===== config.mk =====
export PLATFORM = sky130hd
export DESIGN_NAME = dircc_rts_arbiter_flat
export DESIGN_NICKNAME = d
export VERILOG_FILES = /design/src/rtl/dircc_rts_arbiter_pkg.sv /design/src/rtl/dircc_rts_arbiter_if.sv /design/src/rtl/dircc_rts_arbiter_pick.sv /design/src/rtl/dircc_rts_arbiter.sv /design/src/flat_wrapper.sv
export SDC_FILE = /design/constraint.sdc
export NUM_CORES = 1
export LEC_CHECK = 0
export BUFFER_PORTS_ARGS = -buffer_cell sky130_fd_sc_hd__buf_2
export CORE_MARGIN = 2
export CORE_UTILIZATION = 43
export DETAILED_ROUTE_END_ITERATION = 8
export PLACE_DENSITY_LB_ADDON = 0.3
export RECOVER_POWER = 100
export SYNTH_ARGS = -nofsm -noshare
export SYNTH_HDL_FRONTEND = slang
export SYNTH_SLANG_ARGS = --single-unit

===== constraint.sdc =====
create_clock -name clk -period 4.4 [get_ports clk]
set_input_delay 0.66 -clock clk [delete_from_list [all_inputs] [get_ports clk]]
set_output_delay 0.66 -clock clk [all_outputs]
set_load 0.02 [all_outputs]

===== src/rtl/dircc_rts_arbiter_pkg.sv =====
// Shared types for the DiRCC ready-to-send arbiter: FSM states and pin index limits.
package dircc_types_pkg;

    localparam int DIRCC_MAX_OUTPUT_PINS = 32;

    typedef logic [$clog2(DIRCC_MAX_OUTPUT_PINS)-1:0] dircc_pin_idx_t;

    typedef enum logic [1:0] {
        ARB_IDLE   = 2'd0,
        ARB_SELECT = 2'd1,
        ARB_OFFER  = 2'd2
    } arb_state_e;

endpackage


===== src/rtl/dircc_rts_arbiter_if.sv =====
// Snapshot-in / pin-offer-out bundle between device-state read port, arbiter and send stage.
interface dircc_rts_arbiter_if #(
    parameter int NUM_PINS = 4,
    parameter int COUNT_W  = 16
);
    localparam int PIN_W = (NUM_PINS > 1) ? $clog2(NUM_PINS) : 1;

    logic                state_valid;
    logic                state_ready;
    logic [NUM_PINS-1:0] rts_vec;
    logic [COUNT_W-1:0]  count;
    logic [COUNT_W-1:0]  max_time;
    logic                send_valid;
    logic [PIN_W-1:0]    send_pin;
    logic                send_ready;
    logic [NUM_PINS-1:0] rts_clear;
    logic                done;

    modport master (
        output state_valid, rts_vec, count, max_time, send_ready,
        input  state_ready, send_valid, send_pin, rts_clear, done
    );

    modport slave (
        input  state_valid, rts_vec, count, max_time, send_ready,
        output state_ready, send_valid, send_pin, rts_clear, done
    );

endinterface


===== src/rtl/dircc_rts_arbiter_pick.sv =====
// Combinational pick of the first set mask bit at or after i_ptr, wrapping at NUM_PINS.
module dircc_rts_pick
    import dircc_types_pkg::*;
#(
    parameter int NUM_PINS = 4,
    parameter int PIN_W    = (NUM_PINS > 1) ? $clog2(NUM_PINS) : 1
) (
    input  logic [NUM_PINS-1:0] i_mask,
    input  logic [PIN_W-1:0]    i_ptr,
    output logic [PIN_W-1:0]    o_idx,
    output logic                o_found
);

    function automatic logic [PIN_W-1:0] wrap_add(input logic [PIN_W-1:0] a,
                                                  input logic [PIN_W-1:0] b);
        logic [PIN_W:0] s;
        s = {1'b0, a} + {1'b0, b};
        if (s >= (PIN_W+1)'(NUM_PINS)) begin
            s = s - (PIN_W+1)'(NUM_PINS);
        end
        return s[PIN_W-1:0];
    endfunction

    // Rotate the mask so the pointer position lands at bit 0.
    logic [NUM_PINS-1:0] w_rot;
    for (genvar gi = 0; gi < NUM_PINS; gi++) begin : g_rot
        assign w_rot[gi] = i_mask[wrap_add(i_ptr, PIN_W'(gi))];
    end

    logic [PIN_W-1:0] w_off;
    logic             w_found;

    always_comb begin
        w_off   = '0;
        w_found = 1'b0;
        for (int k = NUM_PINS - 1; k >= 0; k--) begin
            if (w_rot[k]) begin
                w_off   = PIN_W'(k);
                w_found = 1'b1;
            end
        end
    end

    assign o_idx   = wrap_add(i_ptr, w_off);
    assign o_found = w_found;

endmodule


===== src/rtl/dircc_rts_arbiter.sv =====
// Ready-to-send handler: offers each pending output pin of a gated snapshot to the send stage.
// Macro DIRCC_RTS_ROUND_ROBIN_EN selects round-robin picking; undefined gives fixed priority.
module dircc_rts_arbiter
    import dircc_types_pkg::*;
#(
    parameter int NUM_PINS = 4,
    parameter int COUNT_W  = 16
) (
    input  logic               clk,
    input  logic               reset,
    dircc_rts_arbiter_if.slave bus
);

    localparam int PIN_W = (NUM_PINS > 1) ? $clog2(NUM_PINS) : 1;

    arb_state_e          r_state,     w_state_next;
    logic [NUM_PINS-1:0] r_pending,   w_pending_next;
    logic [PIN_W-1:0]    r_send_pin,  w_send_pin_next;
    logic [NUM_PINS-1:0] r_rts_clear, w_rts_clear_next;
    logic                r_done,      w_done_next;

    logic [COUNT_W-1:0]  w_count;
    logic [COUNT_W-1:0]  w_max_time;
    logic                w_going;
    logic [NUM_PINS-1:0] w_sel_bit;
    logic [PIN_W-1:0]    w_ptr;
    logic [PIN_W-1:0]    w_pick_idx;
    logic                w_pick_found;

    assign w_count    = bus.count;
    assign w_max_time = bus.max_time;
    assign w_going    = (w_count < w_max_time);
    assign w_sel_bit  = NUM_PINS'(1) << r_send_pin;

`ifdef DIRCC_RTS_ROUND_ROBIN_EN
    logic [PIN_W-1:0] r_ptr, w_ptr_next;
    logic [PIN_W-1:0] w_pin_inc;

    assign w_ptr     = r_ptr;
    assign w_pin_inc = (r_send_pin == PIN_W'(NUM_PINS - 1)) ? '0 : r_send_pin + 1'b1;

    always_ff @(posedge clk) begin
        if (reset) begin
            r_ptr <= '0;
        end else begin
            r_ptr <= w_ptr_next;
        end
    end
`else
    assign w_ptr = '0;
`endif

    dircc_rts_pick #(
        .NUM_PINS (NUM_PINS),
        .PIN_W    (PIN_W)
    ) u_pick (
        .i_mask  (r_pending),
        .i_ptr   (w_ptr),
        .o_idx   (w_pick_idx),
        .o_found (w_pick_found)
    );

    always_ff @(posedge clk) begin
        if (reset) begin
            r_state     <= ARB_IDLE;
            r_pending   <= '0;
            r_send_pin  <= '0;
            r_rts_clear <= '0;
            r_done      <= 1'b0;
        end else begin
            r_state     <= w_state_next;
            r_pending   <= w_pending_next;
            r_send_pin  <= w_send_pin_next;
            r_rts_clear <= w_rts_clear_next;
            r_done      <= w_done_next;
        end
    end

    always_comb begin
        w_state_next     = r_state;
        w_pending_next   = r_pending;
        w_send_pin_next  = r_send_pin;
        w_rts_clear_next = '0;
        w_done_next      = 1'b0;
`ifdef DIRCC_RTS_ROUND_ROBIN_EN
        w_ptr_next       = r_ptr;
`endif
        case (r_state)
            ARB_IDLE: begin
                if (bus.state_valid) begin
                    w_pending_next = w_going ? bus.rts_vec : '0;
                    if (w_pending_next == '0) begin
                        w_done_next = 1'b1;
                    end else begin
                        w_state_next = ARB_SELECT;
                    end
                end
            end
            ARB_SELECT: begin
                // Pending is never empty here; the fallback just keeps the FSM safe.
                if (w_pick_found) begin
                    w_send_pin_next = w_pick_idx;
                    w_state_next    = ARB_OFFER;
                end else begin
                    w_done_next  = 1'b1;
                    w_state_next = ARB_IDLE;
                end
            end
            ARB_OFFER: begin
                if (bus.send_ready) begin
                    w_pending_next   = r_pending & ~w_sel_bit;
                    w_rts_clear_next = w_sel_bit;
`ifdef DIRCC_RTS_ROUND_ROBIN_EN
                    w_ptr_next       = w_pin_inc;
`endif
                    if (w_pending_next == '0) begin
                        w_done_next  = 1'b1;
                        w_state_next = ARB_IDLE;
                    end else begin
                        w_state_next = ARB_SELECT;
                    end
                end
            end
            default: begin
                w_state_next = ARB_IDLE;
            end
        endcase
    end

    assign bus.state_ready = (r_state == ARB_IDLE);
    assign bus.send_valid  = (r_state == ARB_OFFER);
    assign bus.send_pin    = r_send_pin;
    assign bus.rts_clear   = r_rts_clear;
    assign bus.done        = r_done;

endmodule


===== src/flat_wrapper.sv =====
// flat-port wrapper written by rule: the top's interface ports become plain ports
module dircc_rts_arbiter_flat import dircc_types_pkg::*;
#(
    parameter int NUM_PINS = 4,
    parameter int COUNT_W  = 16
)
  (clk, reset, bus_state_valid, bus_rts_vec, bus_count, bus_max_time, bus_send_ready, bus_state_ready, bus_send_valid, bus_send_pin, bus_rts_clear, bus_done);
  dircc_rts_arbiter_if #(.NUM_PINS(NUM_PINS), .COUNT_W(COUNT_W)) bus_i ();
  input  logic clk;
  input  logic reset;
  input wire logic [$bits(bus_i.state_valid)-1:0] bus_state_valid;
  input wire logic [$bits(bus_i.rts_vec)-1:0] bus_rts_vec;
  input wire logic [$bits(bus_i.count)-1:0] bus_count;
  input wire logic [$bits(bus_i.max_time)-1:0] bus_max_time;
  input wire logic [$bits(bus_i.send_ready)-1:0] bus_send_ready;
  output wire logic [$bits(bus_i.state_ready)-1:0] bus_state_ready;
  output wire logic [$bits(bus_i.send_valid)-1:0] bus_send_valid;
  output wire logic [$bits(bus_i.send_pin)-1:0] bus_send_pin;
  output wire logic [$bits(bus_i.rts_clear)-1:0] bus_rts_clear;
  output wire logic [$bits(bus_i.done)-1:0] bus_done;
  assign bus_i.state_valid = bus_state_valid;
  assign bus_i.rts_vec = bus_rts_vec;
  assign bus_i.count = bus_count;
  assign bus_i.max_time = bus_max_time;
  assign bus_i.send_ready = bus_send_ready;
  assign bus_state_ready = bus_i.state_ready;
  assign bus_send_valid = bus_i.send_valid;
  assign bus_send_pin = bus_i.send_pin;
  assign bus_rts_clear = bus_i.rts_clear;
  assign bus_done = bus_i.done;
  dircc_rts_arbiter #(.NUM_PINS(NUM_PINS), .COUNT_W(COUNT_W)) u_core (.clk(clk), .reset(reset), .bus(bus_i));
endmodule

==> summary.md <==
| Metric | Value |
|---|---|
| Status | completed |
| Cts hold-fix bufs | 0 |
| Setup TNS | 0 ns |
| Post-DRT Antenna Nets | 0 |
| Vias post-DR | 1,142 |
| Height of the die | 52.6 um |
| Synth Area in Simple Gates | 25.6% |
| Worst EP required | 3.74 ns |
| Num ports | 49 |
| Total CTS buffers | 3 |
| Number of global-route vias before repair | 1,061 |
| Final nets | around 240 |
| XOR/XNOR Fraction of Synth Area | 0% |
| Most common cell in the netlist | inv_1 |
| Clock Latency Late Sink | approximately 0.28 ns |
| Syn nets | 192 |
| Adder-cell share of the synthesized area | 18.5% |
| Crit Path Class | register to primary output |
| Synthesis-to-finish area growth | 27.3% |
| Final wirelength | 2440 um |
| Synth top area cells | dfxtp_1, ha_1, inv_1 |
| CTS tree | built |
| # diodes | 0 |
| Worst vdd ir | 0.000134 V |
| Cells after synthesis | 137 |
| CTS H-tree lvls | 1 |
| NetSw | 0.0000962 W |
| Post-synthesis async set-or-reset flop share | 0% |
| Final cycle utilization of the critical path | 49.6% |
| Worst r2r path cells | 4 |
| Cell taking the most area after synthesis | dfxtp_1 |
| IO Port Bufs | 48 |
| Final hold vios | 0 |
| Die width | around 53 um |
| Synth Area in Compound Gates | roughly 20% |
| Worst-Margin Slew | 0.439 ns |
| Top-area cell type share of the netlist area | 25.6% |
| Root buf cell | clkbuf_4 |
| Placed instance area | about 0.0013 mm2 |
| Startpoint types | register |
| Largest net degree at the start of global routing | 13 |
| FILL cells | 244 |
| Max frequency | approximately 0.46 GHz |
| Detailed Place HPWL | between 2000 and 2500 um |
| Post-CTS setup repair buffer count | 0 |
| CP Capture Point | bus_send_valid |
| Top_reg_cell synth | dfxtp_1 |
| Clock share of power | 26.1% |
| Post-synthesis instance area | 0.00102 mm2 |
| Core region area | 0.00223 mm2 |
| Leakage | 0.641 nW |
| Max cap viols | 0 |
| Final Skew | approximately 0.00035 ns |
| Non-filler cells, final | 214 |
| Post-synth top cells | inv_1, nor2_1, ha_1 |
| DRC violations left | 0 |
| Clk pin slew, worst setup/hold paths | about 0.08 ns |
| R2R Path End | u_core.r_pending[1] |
| Crit path from | u_core.r_state[1] |
| Design Area, Final | about 0.0013 mm2 |
| # setup viols final | 0 |
| Placed insts | 210 |
| Routability cong. | ~0.9 |
| Fraction of layout cells with a size suffix above 1 | 24.2% |
| Internal power | 0.000199 W |
| Headroom to the max-slew limit | 70.0% |
| Max-slew violation count | 0 |
| Sequential Area | about 260 um2 |
| Reg2Reg Setup Slack | 2.86 ns |
| Initial antenna violation count | 0 |
| Cts repair resizes | 0 |
| Tot GR Track Use | 19.5% |
| Comb power frac | 30.0% |
| RSZ-0062 raised after global routing | no |
| First-pass GRT wire length | slightly above 4000 um |
| Syn_area_per_cell | 7.42 um2 |
| Flop pwr share | 43.9% |
| First-pass DRT Iterations | 4 |
| Number of synthesized flops with an enable pin | 0 |
| Placement row count | 17 |
| Power Density | 228 mW/mm2 |
| Wirelength per Cell | 11.4 um |
| CTS Sinks | 13 |
| Post-synthesis register bit count | 13 |
| Vias/cell | 5.34 |
| Longest Clk Path Bufs | 2 |
| Cell variety after synth | 29 |
| Fin Hold WS | 0.588 ns |
| Multiplexer share of the synthesized area | 1.97% |
| Max FO, Critical Path | 9 |
| Synthesis Warnings | 0 |
| Hold WC Path Type | register to register |
| Die ar. | 0.00277 mm2 |
| Final Critical Period | 2.18 ns |
| Initial core utilization | 45.5% |
| Sw frac | about 33% |
| Crit Reg-Reg Startpoint | u_core.r_state[1] |
| Post-synthesis sequential area ratio | 25.6% |
| Crit. End Element | primary output |
| Largest family of logic cells by synthesized area | simple AND/OR/NAND/NOR gates |
| Initial DRC Count | 19 |
| Area of the multi-input gates | 668 um2 |
| Arr. time, crit path | 1.52 ns |
| Gr ovfl total | 0 |
-- routing by layer --
layer  share of wire (%)  vias up  track usage (%)
met4                 1.3        0             8.12
met3                 7.3        4             2.57
li1                    -      580                -
met2                  50       44             37.1
met5                   0        -                0
met1                  42      514             21.3
-- power by group through the flow --
stage	combinational, W	clock, W	sequential [W]
after floorplan	0.0000551	0	0.000132
after global placement	0.0000869	0	0.000132
after detailed placement	0.0000894	0	0.000132
after CTS	0.0000899	0.0000790	0.000129
after global routing	0.000102	0.0000832	0.000130
final	0.0000886	0.0000770	0.000130
-- worst max-delay path, stage by stage (launching register included) --
cell and delay [ns]:
dfxtp_1 0.51, nor2b_1 0.45, clkbuf_1 0.28
-- flip-flops by register name (all words and copies together) (netlist names) --
signal,cells
u_core.bus.done,1
u_core.bus.send_pin,2
u_core.bus.rts_clear,4
u_core.r_pending,4
u_core.r_state,2
-- stage by stage --
stage               power [W]  worst slack (ns)  util (%)
floorplan            0.000187              2.17         -
global placement     0.000219              2.00      57.3
detailed placement   0.000221              1.95      57.3
CTS                  0.000298              2.25      58.4
global route         0.000315              2.12      57.9
finish               0.000295              2.22      57.9
-- cell families (layout without fill, tap and decap cells) --
group | after synthesis | in the layout
adders and majority gates | 15 | 15
and+or+nand+nor | 53 | 53
muxes | 2 | 2
buffers and inverters | 23 | 72
DFF | 13 | 13
AOI/OAI and AO/OA | 31 | 31
-- worst min-delay path by stage --
stage	from	end	slack, ns	depth (start not counted)
6_report	u_core.r_pending[0]	u_core.r_pending[0]	0.59	2
4_1_cts	u_core.r_pending[3]	u_core.r_pending[3]	0.58	2
5_1_grt	u_core.r_pending[0]	u_core.r_pending[0]	0.62	2
3_3_place_gp	u_core.r_pending[3]	u_core.r_pending[3]	0.55	2
2_1_floorplan	u_core.r_pending[3]	u_core.r_pending[3]	0.51	2
3_5_place_dp	u_core.r_pending[3]	u_core.r_pending[3]	0.57	2
-- cell type report --
cell class,count,share of cell area [%]
sequential,13,20.1
inverter,20,5.80
timing repair buffer,48,17.7
multi-input combinational,101,51.6
tap,28,2.71
clock buffer,4,2.03
-- cell usage in the layout (no fill, tap or decap), drive strengths merged --
cell type	count
o32ai	4
inv	20
clkbuf	13
nand4	3
or2	2
a31oi	2
nor3	2
nand3	3
a2111oi	1
or3	3
nand2b	6
or4	1
a32oi	1
ha	15
nor4	1
o22ai	2
nand3b	3
nor2	18
nand2	10
a211o	1
a221o	2
buf	39
o21ai	4
dfxtp	13
a21oi	13
o21bai	1
nor2b	1
mux2i	2
(Power assumes the default switching activity.)
